===== src/rtl/ila_capture_ctrl.sv =====
// Capture sequencer for a dual-port trace RAM: circular pre-trigger window on port A,
// post-trigger fill, then time-ordered readout through port B.
module ila_capture_ctrl #(
    parameter int  DATA_W = 64,
    parameter int  DEPTH  = 512,
    localparam int ADDR_W = $clog2(DEPTH)
) (
    input  logic              clk,
    input  logic              rst_n,
    input  logic              arm,
    input  logic              abort,
    input  logic [ADDR_W-1:0] pretrig,
    input  logic              smp_valid,
    input  logic [DATA_W-1:0] smp_data,
    input  logic              trig,
    output logic [2:0]        state_o,
    output logic              done,
    input  logic              rd_req,
    input  logic [ADDR_W-1:0] rd_idx,
    output logic              rd_valid,
    output logic [DATA_W-1:0] rd_data,
    output logic [ADDR_W-1:0] ram_addra,
    output logic [DATA_W-1:0] ram_dina,
    output logic              ram_wea,
    output logic [ADDR_W-1:0] ram_addrb,
    input  logic [DATA_W-1:0] ram_doutb
);

    typedef enum logic [2:0] {
        IDLE  = 3'd0,
        PRE   = 3'd1,
        ARMED = 3'd2,
        POST  = 3'd3,
        DONE  = 3'd4
    } state_t;

    state_t            state, state_n;
    logic [ADDR_W-1:0] wr_ptr, start_ptr, trig_ptr;
    logic [ADDR_W-1:0] cnt, post, pretrig_q;
    logic [ADDR_W-1:0] cnt_inc, post_init;
    logic              capturing, wr, arm_ok;

    assign capturing = (state == PRE) || (state == ARMED) || (state == POST);
    // abort wins over a write presented in the same cycle
    assign wr        = smp_valid && capturing && !abort;
    assign arm_ok    = arm && !abort && ((state == IDLE) || (state == DONE));
    assign cnt_inc   = cnt + 1'b1;
    assign post_init = ADDR_W'(DEPTH - 1) - pretrig_q;

    always_comb begin
        state_n = state;
        if (abort) begin
            state_n = IDLE;
        end else begin
            case (state)
                IDLE, DONE: if (arm) state_n = (pretrig == '0) ? ARMED : PRE;
                PRE:        if (wr && cnt_inc == pretrig_q) state_n = ARMED;
                ARMED:      if (wr && trig) state_n = (post_init == '0) ? DONE : POST;
                POST:       if (wr && post == ADDR_W'(1)) state_n = DONE;
                default:    state_n = IDLE;
            endcase
        end
    end

    always_ff @(posedge clk) begin
        if (!rst_n) begin
            state     <= IDLE;
            wr_ptr    <= '0;
            start_ptr <= '0;
            trig_ptr  <= '0;
            cnt       <= '0;
            post      <= '0;
            pretrig_q <= '0;
            rd_valid  <= 1'b0;
        end else begin
            state    <= state_n;
            rd_valid <= rd_req && (state == DONE);
            if (arm_ok) begin
                wr_ptr    <= '0;
                cnt       <= '0;
                pretrig_q <= pretrig;
            end
            if (wr) begin
                wr_ptr <= wr_ptr + 1'b1;
                case (state)
                    PRE:   cnt <= cnt_inc;
                    ARMED: if (trig) begin
                        trig_ptr <= wr_ptr;
                        post     <= post_init;
                    end
                    POST:  post <= post - 1'b1;
                    default: ;
                endcase
            end
            // trig_ptr is not yet visible when the trigger write itself completes the capture
            if (state_n == DONE && state != DONE)
                start_ptr <= ((state == ARMED) ? wr_ptr : trig_ptr) - pretrig_q;
        end
    end

    assign state_o   = state;
    assign done      = (state == DONE);
    assign ram_addra = wr_ptr;
    assign ram_dina  = smp_data;
    assign ram_wea   = wr;
    assign ram_addrb = start_ptr + rd_idx;
    assign rd_data   = ram_doutb;

endmodule


===== config.mk =====
export PLATFORM = sky130hd
export DESIGN_NAME = ila_capture_ctrl
export DESIGN_NICKNAME = d
export VERILOG_FILES = /design/src/rtl/ila_capture_ctrl.sv
export SDC_FILE = /design/constraint.sdc
export NUM_CORES = 1
export LEC_CHECK = 0
export ABC_CLOCK_PERIOD_IN_PS = 7010
export CAP_MARGIN = 20
export CORE_UTILIZATION = 25
export CTS_CLUSTER_SIZE = 16
export DETAILED_ROUTE_END_ITERATION = 8
export DONT_BUFFER_PORTS = 1
export SLEW_MARGIN = 20
export SYNTH_ARGS = -nofsm -noshare
export SYNTH_HDL_FRONTEND = slang
export SYNTH_SLANG_ARGS = --single-unit

===== constraint.sdc =====
create_clock -name clk -period 7.01 [get_ports clk]
set_input_delay 2.103 -clock clk [delete_from_list [all_inputs] [get_ports clk]]
set_output_delay 2.103 -clock clk [all_outputs]
set_load 0.05 [all_outputs]

# Word level (Yosys, flattened, before mapping)
# Cells that the tools add are included.
[op_classes] n_addsub=6 multipliers=0 n_div=0 magnitude_cmp=0 n_eq_ne=9 shift=0 n_mux=16 n_bitwise=0 n_reduce_logical=21
[ops] cell="2-to-1 mux 9 bit" n=7
[ops] cell="adder 9 x 1 -> 9 bit (second input constant)" n=2
[ops] cell="logical NOT 9 bit" n=2
[ops] cell="2-to-1 mux 3 bit" n=6
[ops] cell="one-hot mux 9 bit (2 select lines)" n=1
[ops] cell="one-hot mux 3 bit (4 select lines)" n=1
[ops] cell="adder 9 bit" n=1
[ops] cell="equality test 9 x 1 -> 1 bit (second input constant)" n=1
[ops] cell="equality test 9 bit" n=1
[ops] cell="logical AND 1 bit" n=9
[ops] cell="subtractor 9 x 1 -> 9 bit (second input constant)" n=1
[ops] cell="subtractor 9 bit" n=1
[ops] cell="subtractor 9 bit (first input constant)" n=1
[ops] cell="equality test 3 x 2 -> 1 bit (second input constant)" n=2
[ops] cell="equality test 3 bit (second input constant)" n=2
[ops] cell="AND reduction 3 bit" n=2
[ops] cell="nonzero test 2 bit" n=2
[ops] cell="equality test 3 x 1 -> 1 bit (second input constant)" n=1
[ops] cell="logical NOT 3 bit" n=1
[ops] cell="logical OR 1 bit" n=3
[ops] cell="!= test 3 bit (second input constant)" n=1
[ops] cell="2-to-1 mux 2 bit" n=1
[ops] cell="!= test 2 bit (second input constant)" n=1
[ops] cell="OR reduction 2 bit" n=1
[ops] cell="logical NOT 1 bit" n=1
[totals] ff_bits=58 latch_bits=0 ramBits=0 romBits=0 in_bits=153 output_inout_bits=152 word_cells=60 memories=0

# Longest topological paths before layout
[logic_depth] ltp_word=11 mapped_depth=12 ltp_nobuf=11

# Worst setup path after synthesis
# OpenSTA, ideal clock, no wires.
[synth_path] kind="input -> output" startpoint="input port rd_idx[0]" endpoint="output port ram_addrb[8]" arrival_time_ps=4211 slack_ps=696 cell_stages=9 path_buffers=0 cell_sequence="ha_1 > inv_1 > fa_1 > nor2b_1 > o21ai_0 > a21boi_0 > o21a_1 > o41a_1 > xnor2_1"
[synth_via] elab_chain_cells=1
[synth_rtl] item="start, declared" line_no="19" rtl="input logic [ADDR_W-1:0] rd_idx,"
[synth_rtl] item="adder 9 bit" line_no="106" rtl="assign ram_addrb = start_ptr + rd_idx;"
[synth_rtl] item="end, declared" line_no="25" rtl="output logic [ADDR_W-1:0] ram_addrb,"
# Every way passes these cells.

# Worst setup path after layout
# Ends and elaborated chain as after synthesis.

==> results.toml <==
[run_status]
run_status = "complete, no violations"

[synthesis]
async_flop_share_pct = 0
syn-num-nets = 778
synth_most_common_cell = "buf_4"
synth_area_leader_cell = "dfxtp_1"
syn_avg_cell_area_um2 = 7.87
synth-main-ff-cell = "dfxtp_1"
synth_edf_count = 0
syn_area_um2 = 4750
synth_top_area_share_pct = 24.5
seq_area_frac_synth_pct = 24.5
synthTopCellsByArea = "dfxtp_1 24%, buf_4 20%, ha_1 5.3%"
synthTopCellsByCount = "128 x buf_4, 65 x nand2_1, 58 x dfxtp_1, 35 x nor2_1, 31 x o21ai_0"
synthDistinctLibCells = 57
synthCells = 603
ys_seq_elements = 58
yosysWarnings = 0

[floorplan]
initial_core_util_pct = 25.5
die_y_um = 140
core-area_um2 = 18600
dieArea_um2 = 19500
die_width_um = 140
std_cell_rows = 50
io_pins = 305

[detailed_routing]
routedWlPerCell_um = 14.8
wirelength_um = 10500
drtIter0Drc = 201
num_vias = 3350
ant_nets = 0
drt_drc_violations_left = 0
drtPass1Iterations = 4
viasPerCell = 4.70

[timing]
hold_viol_final = 0
fin_tns_setup_ns = 0
period_share_pct = 85.3
clock.fmax_ghz = 0.167
fin_crit_ns = 5.98
tightestPinTransition_ns = 1.10
rsz0062_at_grt = "no"
max-slew-margin-rel_pct = 26.0
setup_viol = 0
finClkSkew_ns = 0.00978
drv_slew = 0

[placed_design]
dp_hpwl_um = 7860
placed_area_um2 = 4040
portBuffers = 0
place_congestion = 0.910

[clock_tree]
tritoncts = "yes"
cts_max_level = 3
clk_pin_slew_ns = 0.06
post_cts_resized = 0
cts_setup_buffers = 0
root_buffer = "clkbuf_16"
numCtsBuffers = 9
clkSinkCount = 58
postCtsHoldBufs = 0
clock_path_buffers = 2
clkLatencyLatePin_ns = 0.34

[critical_path]
end_kind = "primary output"
cp_max_fo = 2
cp.arrival_ns = 3.88
required_ns = 4.91
max_stage_delay_ns = 0.32
slowest_stage = "o41a_1"
path_cells = "ha_1, inv_1, fa_1, nor2b_1, o21ai_0, a21boi_0, o21a_1, o41a_1, xnor2_1, buf_4"
cp_num_buf_inv = 2
crit_family = "compound AO/OA/AOI/OAI gates"
critical_path_class = "in2out"
rrSetupSlack_ns = 3.37
cp-start-kind = "input pin"

[grt]
grt_pass1_vias = 3359
grt_pass1_wl_um = 17100
track_usage_pct = 11.2
grt_max_degree = 58
overflow = 0
antenna_found_initial = 0

[final_layout]
fin_nets = 649
multiInputGateArea_um2 = 2460
fill_cells = 2055
areaGrowthSynthToFinish_pct = -8.41
regArea_um2 = 1160
diodes = 0
design_area_um2 = 4350
drive_above_1_share_pct = 8.98

[pwr]
power.density_nw_per_um2 = 197
vdd_drop_max_v = 0.000148
p_leak_uw = 0.00157

[min_path]
holdCritPathClass = "reg2reg"

[run]
max_cap_viol_count = 0
==> where the power goes <==
group | internal, uW | leakage, uW | switching (uW)
Sequential | 333 | 0.000468 | 7.68
Combinational | 26.0 | 0.000946 | 39.1
Clock | 292 | 0.000151 | 158
Total | 651 | 0.00157 | 205
==> per-stage QoR <==
step / util (%) / cells / hold WS [ns] / total power [uW] / setup WS, ns
3_5_place_dp: 21.7 / 697 / 0.453 / 413 / 1.00
6_report: 23.3 / 713 / 0.461 / 856 / 1.03
3_3_place_gp: 21.7 / 697 / 0.447 / 412 / 1.01
2_1_floorplan: - / 603 / 0.441 / 598 / 0.696
5_1_grt: 23.3 / 713 / 0.480 / 888 / 0.791
4_1_cts: 23.3 / 713 / 0.461 / 865 / 0.999
==> placed cells by master, fill, tap and decap left out, types with 3 or more instances in the layout <==
| cell type | count |
|---|---|
| a21boi_0 | 25 |
| a21o_1 | 3 |
| a21oi_1 | 26 |
| a22oi_1 | 4 |
| and2_1 | 4 |
| and3_1 | 7 |
| buf_4 | 6 |
| clkbuf_16 | 9 |
| clkinv_2 | 3 |
| dfxtp_1 | 58 |
| ha_1 | 20 |
| inv_1 | 17 |
| mux2_2 | 7 |
| mux2i_1 | 9 |
| nand2_1 | 65 |
| nand2b_1 | 3 |
| nand3_1 | 22 |
| nand3b_1 | 6 |
| nor2_1 | 35 |
| nor2b_1 | 21 |
| nor3_1 | 10 |
| nor4_1 | 6 |
| o211a_1 | 3 |
| o211ai_1 | 5 |
| o21a_1 | 3 |
| o21ai_0 | 31 |
| or3_1 | 7 |
| xnor2_1 | 14 |
| xor2_1 | 9 |
==> worst paths after layout <==
kind	depth (start not counted)	endpoint	from
hold reg to reg	2	trig_ptr[7]$_SDFFE_PN0P_	trig_ptr[7]$_SDFFE_PN0P_
setup reg to reg	11	start_ptr[8]$_SDFFE_PN0P_	state_o[1]$_SDFF_PN0_
setup / recovery	10	ram_addrb[8]	rd_idx[0]
hold / removal	2	trig_ptr[7]$_SDFFE_PN0P_	trig_ptr[7]$_SDFFE_PN0P_
==> cells by family (layout without fill, tap and decap cells) <==
kind of cell	count (synthesis)	after routing	synth area share, %
simple gates	200	200	21.1
buf+inv	164	40	23.7
compound gates	120	120	16.8
flops	58	58	24.5
xor+xnor	23	23	4.24
fa+ha+maj	22	22	6.11
mux	16	16	3.56
==> flip-flops by register name, indices dropped and copies added (netlist names) <==
name and count:
cnt 9, post 9, pretrig_q 9, ram_addra 9, rd_valid 1, start_ptr 9, state_o 3, trig_ptr 9
==> worst register-to-register path: stages, from the launching register on <==
cell and delay (ns):
dfxtp_1 0.80, nor3b_2 0.86, mux2i_1 0.28, ha_1 0.19, inv_1 0.05, fa_1 0.40, a21oi_1 0.21, o211ai_1 0.16
nor3_1 0.16, o21bai_1 0.11, xnor2_1 0.20, a21oi_1 0.09
==> layer usage <==
layer,global-route usage [%],up-vias,share of wire [%]
li1,-,1679,-
met1,13.6,1532,45
met2,17.0,99,42
met3,4.40,40,9.6
met4,6.13,0,3.6
met5,0,-,0
==> cell type report <==
class	instances	area share [%]
Clock inverter	5	1.21
Tap cell	234	6.73
Multi-Input combinational cell	381	56.7
Timing Repair Buffer	6	1.04
Sequential cell	58	26.7
Clock buffer	11	5.81
Inverter	18	1.84
Note: power is estimated with default switching activity, not from simulation.
